**src/rtl/io_bus_bridge.sv**
```systemverilog
`timescale 1ns/1ps
// io_bus_bridge
//   Bridges a simple level-request master bus onto four memory-mapped slaves.
//   Each slave owns a 256-byte window at 0x40000n00 (n = 0..3). Addresses whose
//   bits [11:10] are not zero are unmapped and are answered directly with an
//   error. A slave that never raises s_ready is abandoned after TIMEOUT_CYC
//   cycles and the master receives an error response.
//
// Ports
//   clk, rst_n     clock (rising edge); asynchronous active-low reset
//   b_addr_i       master byte address; only [11:2] are used
//   b_data_i       master write data
//   b_read_i       master read request (level, held until ack)
//   b_write_i      master write request (level, held until ack)
//   b_data_o       response data, non-zero only in the ack cycle
//   b_ack_o        one-cycle completion pulse
//   s_sel          one-hot slave select, registered
//   s_we           slave write qualifier, registered
//   s_addr         word-aligned offset within the slave window
//   s_wdata        slave write data
//   s_rdata        packed slave read data, slave n on [32n+31:32n]
//   s_ready        per-slave completion
//   err_o          sticky error flag, cleared only by reset
module io_bus_bridge #(
    parameter int unsigned TIMEOUT_CYC = 256,
    parameter logic [31:0] ERR_DATA    = 32'hDEAD_BEEF
) (
    input  logic          clk,
    input  logic          rst_n,
    input  logic [31:0]   b_addr_i,
    input  logic [31:0]   b_data_i,
    input  logic          b_read_i,
    input  logic          b_write_i,
    output logic [31:0]   b_data_o,
    output logic          b_ack_o,
    output logic [3:0]    s_sel,
    output logic          s_we,
    output logic [7:0]    s_addr,
    output logic [31:0]   s_wdata,
    input  logic [127:0]  s_rdata,
    input  logic [3:0]    s_ready,
    output logic          err_o
);

    localparam int unsigned CNT_W = (TIMEOUT_CYC > 1) ? $clog2(TIMEOUT_CYC) : 1;
    localparam logic [CNT_W-1:0] CNT_LAST = CNT_W'(TIMEOUT_CYC - 1);

    typedef enum logic [1:0] {
        IDLE,
        ACCESS,
        RESP
    } state_t;

    state_t           state;
    state_t           state_nxt;
    logic [CNT_W-1:0] cnt;
    logic [1:0]       slot;
    logic [31:0]      resp_data;

    logic req;
    logic conflict;
    logic mapped;
    logic hit;
    logic timeout;

    assign req      = b_read_i | b_write_i;
    assign conflict = b_read_i & b_write_i;
    assign mapped   = (b_addr_i[11:10] == 2'b00);
    // Only the slave actually selected can complete the access.
    assign hit      = s_ready[slot];
    assign timeout  = (cnt == CNT_LAST);

    // Upper address bits are pre-decoded by the master; byte offset is ignored.
    logic unused_addr;
    assign unused_addr = ^{b_addr_i[31:12], b_addr_i[1:0]};

    // NOTE: sequential state is written only with non-blocking assignments so
    // every register samples the values from before the edge.
    always_ff @(posedge clk or negedge rst_n) begin
        if (!rst_n) begin
            state <= IDLE;
        end else begin
            state <= state_nxt;
        end
    end

    // NOTE: state_nxt gets a default before the case so no path leaves it
    // unassigned, which would otherwise infer a latch.
    always_comb begin
        state_nxt = state;
        unique case (state)
            IDLE: begin
                if (req) begin
                    state_nxt = (mapped && !conflict) ? ACCESS : RESP;
                end
            end
            ACCESS: begin
                if (hit || timeout) begin
                    state_nxt = RESP;
                end
            end
            RESP:    state_nxt = IDLE;
            default: state_nxt = IDLE;
        endcase
    end

    // Datapath: request capture, slave drive, timeout count and response
    // formation. The response word and the error flag are loaded on the edge
    // that enters RESP so both are already valid during the ack cycle.
    always_ff @(posedge clk or negedge rst_n) begin
        if (!rst_n) begin
            cnt       <= '0;
            slot      <= '0;
            s_sel     <= '0;
            s_we      <= 1'b0;
            s_addr    <= '0;
            s_wdata   <= '0;
            resp_data <= '0;
            err_o     <= 1'b0;
        end else begin
            unique case (state)
                IDLE: begin
                    if (req) begin
                        cnt     <= '0;
                        slot    <= b_addr_i[9:8];
                        s_addr  <= {b_addr_i[7:2], 2'b00};
                        s_wdata <= b_data_i;
                        if (mapped && !conflict) begin
                            s_sel <= 4'b0001 << b_addr_i[9:8];
                            s_we  <= b_write_i;
                        end else begin
                            // Unmapped or read+write conflict: answer at once.
                            err_o     <= 1'b1;
                            resp_data <= (b_write_i && !b_read_i) ? 32'h0 : ERR_DATA;
                        end
                    end
                end
                ACCESS: begin
                    if (hit) begin
                        resp_data <= s_we ? 32'h0 : s_rdata[{slot, 5'b00000} +: 32];
                        s_sel     <= '0;
                        s_we      <= 1'b0;
                    end else if (timeout) begin
                        resp_data <= s_we ? 32'h0 : ERR_DATA;
                        err_o     <= 1'b1;
                        s_sel     <= '0;
                        s_we      <= 1'b0;
                    end else begin
                        cnt <= cnt + 1'b1;
                    end
                end
                default: ;
            endcase
        end
    end

    assign b_ack_o  = (state == RESP);
    assign b_data_o = (state == RESP) ? resp_data : 32'h0;

endmodule

```
**config.mk**
```make
export PLATFORM = sky130hd
export DESIGN_NAME = io_bus_bridge
export DESIGN_NICKNAME = d
export VERILOG_FILES = /design/src/rtl/io_bus_bridge.sv
export SDC_FILE = /design/constraint.sdc
export NUM_CORES = 1
export LEC_CHECK = 0
export ABC_CLOCK_PERIOD_IN_PS = 2100
export BUFFER_PORTS_ARGS = -buffer_cell sky130_fd_sc_hd__buf_4
export CAP_MARGIN = 10
export CORE_MARGIN = 2
export CORE_UTILIZATION = 30
export CTS_CLUSTER_SIZE = 8
export DETAILED_ROUTE_END_ITERATION = 16
export GPL_TIMING_DRIVEN = 0
export PLACE_DENSITY_LB_ADDON = 0.25
export SETUP_SLACK_MARGIN = 0.2
export SKIP_LAST_GASP = 1
export SLEW_MARGIN = 0
export SYNTH_ARGS = -nofsm -noshare
export SYNTH_HDL_FRONTEND = slang
export SYNTH_SLANG_ARGS = --single-unit
```
**constraint.sdc**
```tcl
create_clock -name clk -period 2.1 [get_ports clk]
set_clock_uncertainty 0.2 [all_clocks]
set_input_delay 0.42 -clock clk [delete_from_list [all_inputs] [get_ports clk]]
set_output_delay 0.42 -clock clk [all_outputs]
set_load 0.02 [all_outputs]
```
-- Word-level counts from Yosys, hierarchy flattened
Index checks and enable logic that the tools add are counted.
- $add $sub $neg: 1
- magnitude comparators: 1
- equal/unequal tests: 11
- shift-type cells: 2
- multiplexer cells: 34
- bitwise logic cells: 2
- reductions and logical operators: 14
- operator list (cell ; number):
    32-bit two-way mux ; 8
    128-bit by 8-bit indexed part select with 32-bit output ; 1
    32-bit one-hot mux with 2 select lines ; 1
    8-bit two-way mux ; 3
    4-bit two-way mux ; 4
    8-bit one-hot mux with 2 select lines ; 1
    2-bit inequality test (second input constant) ; 7
    4-bit AND reduction ; 3
    1-bit two-way mux ; 9
    8-bit by 1-bit adder with 8-bit output (second input constant) ; 1
    8-bit == test (second input constant) ; 1
    4-bit one-hot mux with 2 select lines ; 1
    2-bit two-way mux ; 3
    5-bit AND reduction ; 1
    2-bit zero test ; 2
    1-bit one-hot mux with 2 select lines ; 2
    2-bit one-hot mux with 2 select lines ; 1
    2-bit AND reduction ; 2
    1-bit by 2-bit << shifter with 4-bit output (first input constant) ; 1
    2-bit by 3-bit less-than comparator with 1-bit output (second input constant) ; 1
    3-bit inequality test (second input constant) ; 1
    1-bit binary-select mux with 2-bit select ; 1
    2-bit by 1-bit == test with 1-bit output (second input constant) ; 1
    2-bit == test (second input constant) ; 1
    6 further kinds ; 8
- flip-flop bits (word level): 88
- bits of input ports: 200
- output and inout port bits: 79

-- Depth between registers and ports, before layout
Gate-level depths: netlist of the first run.
- depth in word-level cells: 6
- depth in mapped cells: 7
- mapped depth without buffers: 6

-- Least setup slack after synthesis of the first run
Ideal clock, no wire load.
- kind: input to register
- from: in b_addr_i[11]
- to: reg resp_data[0]
- library setup time: 133 ps
- data arrival time: 1830 ps
- setup slack: -63 ps
- cell stages on the path: 6
- buffers on the path: 1
- cells stage by stage: or2_2 -> maj3_1 -> o221ai_2 -> inv_2 -> buf_2 -> a2bb2oi_1
- cells in the longest elaborated chain, start to end: 4
- ends and longest elaborated chain (item ; RTL line ; text):
    start, declared ; 30 ; input logic [31:0] b_addr_i,
    2-bit zero test ; 68 ; assign mapped = (b_addr_i[11:10] == 2'b00);
    1-bit logical AND ; 128 ; if (mapped && !conflict) begin
    2-bit inequality test (no source line) ; n/a ;
    4-bit AND reduction (no source line) ; n/a ;
    end signal, assigned ; 134 ; resp_data <= (b_write_i && !b_read_i) ? 32'h0 : ERR_DATA;
    end signal, assigned ; 140 ; resp_data <= s_we ? 32'h0 : s_rdata[{slot, 5'b00000} +: 32];
    end signal, assigned ; 144 ; resp_data <= s_we ? 32'h0 : ERR_DATA;
    end, declared ; 58 ; logic [31:0] resp_data;
Every way passes these cells.
A chain may end at the register's enable or synchronous reset.

-- Worst setup path after layout of the first run
- from: reg cnt[1]
- to: reg resp_data[14]
- cells in the longest elaborated chain, start to end: 3
- ends and longest elaborated chain (item ; RTL line ; text):
    start, declared ; 56 ; logic [CNT_W-1:0] cnt;
    start signal, assigned ; 149 ; cnt <= cnt + 1'b1;
    8-bit == test ; 71 ; assign timeout = (cnt == CNT_LAST);
    3-bit inequality test (no source line) ; n/a ;
    4-bit AND reduction (no source line) ; n/a ;
Every way passes these cells.

==> summary.md, run 1 <==
| Metric | Value |
|---|---|
| Area Growth Syn to Fin | `74.2%` |
| Max-Cap Viols | `0` |
| Core area | `15300 um2` |
| Ys async rst share | `100%` |
| Drt pass-1 iters | `4` |
| Vias | `4770` |
| CTS root buf | `clkbuf_16` |
| Failing checks | `setup timing` |
| Area of the multi-input gates | `2720 um2` |
| Top cells by area, synth | `dfrtp_1 47%, mux4_2 16%, nand2_1 9.5%` |
| Status | `finished with violations` |
| Top Layer Used | `met4` |
| N_diodes | `0` |
| Final setup fails | `63` |
| Post-Route WL | `17200 um` |
| PwrDens | `1300 nW/um2` |
| Critical path class | `flip-flop to flip-flop` |
| Max Slew Vio Count | `0` |
| Worst-margin pin slew | `0.568 ns` |
| Syn Inst Count | `445` |
| Post-DP HPWL | `12500 um` |
| CTS H-tree lvls | `3` |
| Startpoint Class | `flip-flop` |
| Met3 wire len | `1440 um` |
| Final worst setup slack | `-0.0993 ns` |
| Vias in the first global route | `4908` |
| Area leader, netlist | `dfrtp_1` |
| Clk_lat worst skew | `0.34 ns` |
| Post-Layout Cell Count | `969` |
| Peak fanout along the critical path | `8` |
| Layout cells sized above 1 | `59.8%` |
| DRT met1 WL | `6650 um` |
| Detailed Route Iter0 Violations | `173` |
| Die H | `130 um` |
| Average cell area after synthesis | `10.6 um2` |
| Clock Pin Slew Worst Setup and Hold Paths | `0.06 ns` |
| Unrepaired setup endpoints after global routing | `true` |
| Die area | `16800 um2` |
| Worst Path Required | `2.11 ns` |
| Worst hold slack | `0.0699 ns` |
| DIE WIDTH | `130 um` |
| Port Buffer Count | `253` |
| Layout fillers | `1395` |
| First-pass GRT wire length | `25500 um` |
| Post-route ant nets | `0` |
| Fmax | `455 MHz` |
| Main synth FF type | `dfrtp_1` |
| HP Class | `input port to flip-flop` |
| Slew HR | `62.1%` |
| Site Rows | `45` |
| NumNets Final | `954` |
| Met2 wire length | `8740 um` |
| Register area share after synthesis | `46.6%` |
| Worst setup EP type | `flip-flop` |
| Max VDD drop | `735 uV` |
| Post-synth design cell area | `4730 um2` |
| Syn. warnings | `0` |
| Post-synth EDFFs | `0` |
| Final Cycle Share | `105%` |
| Largest net degree at the start of global routing | `89` |
| Gr usage total | `19.7%` |
| Register bit total from synthesis | `88` |
| CTS tree | `yes` |
| Initial antenna violation count | `0` |
| Count leader, synth | `nand2_1` |
| Residual DRC count | `0` |
| Bufs on Longest Clock Path | `2` |
| Grt ovf | `0` |
| RePlAce Congestion | `0.873` |
| Hold Violations, Final | `0` |
| Register area | `2200 um2` |
| Top cell type's share of synthesized area | `46.6%` |
| Via density per instance | `4.92` |
| Post-layout min period | `2.20 ns` |
| Number of CTS-inserted buffers | `9` |
| Num Clock Sinks | `88` |
| Initial Util | `30.9%` |
| Unique masters post-synth | `44` |
| Per-cell routed wire length | `17.7 um` |
| Static leakage | `3.91 nW` |
| Most frequent cells after synthesis | `120 x nand2_1, 88 x dfrtp_1, 33 x and2_1, 33 x mux4_2, 33 x o21ai_0` |
| Dpl cells | `910` |
| # IOs | `279` |
| Critical Path AT | `2.21 ns` |
-- kinds of logic after synthesis --
| kind of cell | Yosys count | synth area share (%) |
|---|---|---|
| AND/OR/NAND/NOR | 182 | 17.3 |
| other | 1 | 0.0793 |
| multiplexers | 45 | 18.4 |
| flip-flops | 88 | 46.6 |
| adder cells (fa/ha/maj) | 2 | 0.476 |
| XOR/XNOR | 1 | 0.185 |
| AO/OA/AOI/OAI | 86 | 13.3 |
| buffers and inverters | 40 | 3.62 |
-- per-stage QoR --
step / cell area (um2) / setup WS, ns / utilization, % / setup TNS (ns) / total power, mW
3_5_place_dp: 7000 / -0.341 / 45.7 / -19.89 / 7.88
2_1_floorplan: 4830 / 0.0328 / - / 0 / 5.84
5_1_grt: 8240 / -0.134 / 53.8 / -7.20 / 11.3
6_report: 8240 / -0.0993 / 53.8 / -3.40 / 10.7
4_1_cts: 7860 / -0.0658 / 51.3 / -1.88 / 10.2
3_3_place_gp: 7000 / -0.240 / 45.7 / -14.90 / 7.78
-- layout make-up --
type	count	share of cell area [%]
multi-input cells	318	33.1
repair buffers	296	30.1
flip-flops and latches	88	26.8
plain buffers	35	3.27
clock buffers	14	3.21
well taps	211	3.21
inverters	5	0.258
clock inverters	2	0.167
-- metal layers --
layer	global-route usage, %	up-vias
li1	-	2216
met1	23.2	2313
met2	34.7	219
met3	5.00	22
met4	7.46	0
met5	0	-
-- report_power, final --
| group | internal [mW] | leakage, nW | total [mW] | switching (mW) |
|---|---|---|---|---|
| clock | 0.869 | 0.137 | 1.52 | 0.651 |
| sequential | 2.32 | 1.05 | 2.71 | 0.390 |
| combinational | 3.38 | 2.72 | 6.45 | 3.08 |
-- state kept, by name (all words and copies together) (netlist names) --
signal,count
err_o,1
slot,2
s_wdata,32
s_sel,4
resp_data,32
cnt,8
state,2
s_we,1
s_addr,6
-- worst max-delay path, cell delays in order (launching register included) --
cell and delay [ns]:
dfrtp_1 0.44, ha_4 0.20, nand4_1 0.27, o21ai_2 0.31, o221ai_4 0.15, buf_4 0.16, buf_6 0.13, a32o_1 0.21
-- final timing paths --
| kind | endpoint | slack [ns] | depth (start not counted) | from |
|---|---|---|---|---|
| min reg2reg | s_wdata[23] | 0.28 | 2 | s_wdata[23] |
| max | resp_data[14] | -0.1 | 7 | cnt[1] |
| min | s_wdata[11] | 0.07 | 3 | b_data_i[11] |
| min in group asynchronous | resp_data[15] | 0.38 | 2 | rst_n |
| max in group asynchronous | s_wdata[23] | 0.68 | 3 | rst_n |
| max reg2reg | resp_data[14] | -0.1 | 7 | cnt[1] |
-- cells in the final DEF (no fill, tap or decap), types with 2 or more instances in the layout --
cell type    n
nand2_2      2
clkbuf_16   11
a2bb2oi_2   10
nor3_2       2
a2bb2oi_1   14
mux2_4       5
dfrtp_1     87
or2_2        2
o21ai_1      4
and2_1       4
clkbuf_4     3
a21oi_2      3
inv_1        3
buf_2        4
nand4_1      2
nor2_4       4
mux2i_1      5
a21oi_1      3
and3_1       3
nand3_1      2
buf_6       50
conb_1       2
o21ai_2      3
buf_8        4
a32o_1       8
nand3_2      3
mux2_2       2
mux4_2      33
buf_12       2
o21ai_0     26
clkbuf_1     8
clkbuf_2     9
nand2_1    118
buf_4      248
a311oi_4     2
and2_4      29
clkbuf_8     4
-- what timing repair did --
action | CTS | global route
buffers inserted | 29 | 8
resized for setup | 92 | 75
hold buffers | 0 | 1
endpoints found under the hold margin | 0 | 30
cloned | 2 | 2
setup endpoints to repair | 121 | 121
pin swaps | 17 | 24
Power figures use the tool's default switching activity.
==> run 2: changes to the inputs <==
==> constraint.sdc (replaced) <==
create_clock -name clk -period 2.1 [get_ports clk]
set_clock_uncertainty 0.2 [all_clocks]
set_input_delay 0.315 -clock clk [delete_from_list [all_inputs] [get_ports clk]]
set_output_delay 0.315 -clock clk [all_outputs]
set_load 0.02 [all_outputs]
==> summary.md, run 2 (same netlist as run 1, synthesis figures left out) <==
| Metric | Value |
|---|---|
| Status | `finished with violations` |
| Failing checks | `setup timing` |
| Area Growth Syn to Fin | `79.1%` |
| Most frequent cells in the layout | `248 x buf_4, 117 x nand2_1, 86 x dfrtp_1, 39 x dlygate4sd3_1, 35 x buf_6` |
| Most used cell, CP | `buf_8` |
| Port Buffer Count | `253` |
| Post-layout min period | `2.12 ns` |
| Layout cells sized above 1 | `55.5%` |
| Post-Layout Cell Count | `997` |
| Worst setup EP type | `output pin` |
| CTS root buf | `clkbuf_16` |
| Hold Path Cell Cnt | `2` |
| HP Class | `input port to flip-flop` |
| Critical path class | `flip-flop to output pin` |
| Initial antenna violation count | `0` |
| CTS H-tree lvls | `3` |
| Dpl cells | `910` |
| Worst hold slack | `0.0472 ns` |
| Final worst setup slack | `-0.0198 ns` |
| Worst-margin pin slew | `0.639 ns` |
| Worst Hold Launch | `b_addr_i[8]` |
| Post-DP HPWL | `12600 um` |
| Via density per instance | `4.87` |
| Final Cycle Share | `101%` |
| Critical Path AT | `1.60 ns` |
| Detailed Route Iter0 Violations | `192` |
| RePlAce Congestion | `0.797` |
| Fmax | `472 MHz` |
| Worst Path Required | `1.58 ns` |
| Slowest cell on the critical path | `dfrtp_1` |
| Residual DRC count | `0` |
| Largest net degree at the start of global routing | `89` |
| Grt ovf | `0` |
| Worst Hold Path EP | `slot[0]` |
| Static leakage | `4.01 nW` |
| Vias in the first global route | `5185` |
| Core area | `15300 um2` |
| Reg2reg end | `cnt[7]` |
| Max incr delay on CP | `0.40 ns` |
| Post-route ant nets | `0` |
| R2R cell count | `5` |
| Critical Path, Cell by Cell | `buf_8 > nor2_4 > clkbuf_16 > buf_8 > and2_1 > buf_4` |
| Hold Violations, Final | `0` |
| Startpoint Class | `flip-flop` |
| Number of CTS-inserted buffers | `9` |
| PwrDens | `1250 nW/um2` |
| Clock Pin Slew Worst Setup and Hold Paths | `0.07 ns` |
| Gr usage total | `20.5%` |
| Site Rows | `45` |
| Largest registers | `resp_data (32), s_wdata (32), cnt (8)` |
| Post-Route WL | `17600 um` |
| Setup WS pre-CTS | `-0.308 ns` |
| Bufs on Longest Clock Path | `2` |
| Die area | `16800 um2` |
| First-pass GRT wire length | `26700 um` |
| Initial Util | `30.9%` |
| Max-Cap Viols | `0` |
| Peak fanout along the critical path | `6` |
| Per-cell routed wire length | `17.6 um` |
| Crit path from | `state[0]` |
| Commonest non-fill, non-tap cell in the layout | `buf_4` |
| Overall Power | `10.6 mW` |
| Max Slew Vio Count | `0` |
| Unrepaired setup endpoints after global routing | `true` |
| Reg-to-Reg Start | `slot[0]` |
| Num Clock Sinks | `88` |
| Layout fillers | `1339` |
| Final setup fails | `9` |
| Die H | `130 um` |
| NumNets Final | `983` |
| N_diodes | `0` |
| Clk_lat worst skew | `0.34 ns` |
| # IOs | `279` |
| CTS tree | `yes` |
| R2R Setup Slk | `-0.02 ns` |
| DIE WIDTH | `130 um` |
| Max VDD drop | `598 uV` |
| Drt pass-1 iters | `4` |
| Vias | `4854` |
| Slew HR | `57.4%` |
[run 2: layout make-up]
class / count / area, um2 / area share, %
inverter: 5 / 21.3 / 0.251
buffer: 35 / 274 / 3.24
clock buffer: 11 / 243 / 2.87
sequential: 88 / 2200 / 26.0
clock inverter: 4 / 30.0 / 0.355
multi-input combinational: 318 / 2670 / 31.5
timing repair buffer: 325 / 2760 / 32.6
tap: 211 / 264 / 3.12
[run 2: worst max-delay path, delay by kind of cell, from the launching register on]
kind,cells,cell delay (ns)
flops,1,0.40
simple gates,2,0.30
buf+inv,4,0.56
[run 2: repair_timing]
| item | in CTS | in global routing |
|---|---|---|
| setup endpoints to repair | 120 | 102 |
| hold buffers | 38 | 1 |
| resized for setup | 75 | 82 |
| gates cloned | 3 | 1 |
| endpoints found under the hold margin | 38 | 19 |
| pin swaps | 7 | 25 |
| setup buffers | 18 | 10 |
[run 2: worst max path at each step]
| stage | cells after the start | end |
|---|---|---|
| final | 6 | b_data_o[9] |
| after global routing | 7 | resp_data[23] |
| after CTS | 7 | resp_data[23] |
| after detailed placement | 6 | resp_data[25] |
| after global placement | 6 | resp_data[28] |
| after floorplan | 5 | cnt[7] |
[run 2: power by group]
| group | internal, mW | leakage [nW] | switching, mW |
|---|---|---|---|
| logic | 3.30 | 2.83 | 3.02 |
| registers | 2.33 | 1.05 | 0.417 |
| clock network | 0.833 | 0.132 | 0.672 |
[run 2: per-stage QoR]
stage,setup TNS [ns],utilization (%),instance area (um2)
finish,-0.0915,55.3,8470
global route,-3.85,55.3,8470
CTS,-0.705,52.8,8090
detailed placement,-20.55,45.7,7000
global placement,-15.94,45.7,7000
floorplan,0,-,4830
[run 2: metal layers]
metal | up-vias | global-route usage, % | wire length, um
met5 | - | 0 | 0
met4 | 0 | 7.40 | 408
met3 | 28 | 4.75 | 1290
met2 | 205 | 38.1 | 9220
met1 | 2352 | 22.8 | 6660
li1 | 2269 | - | -
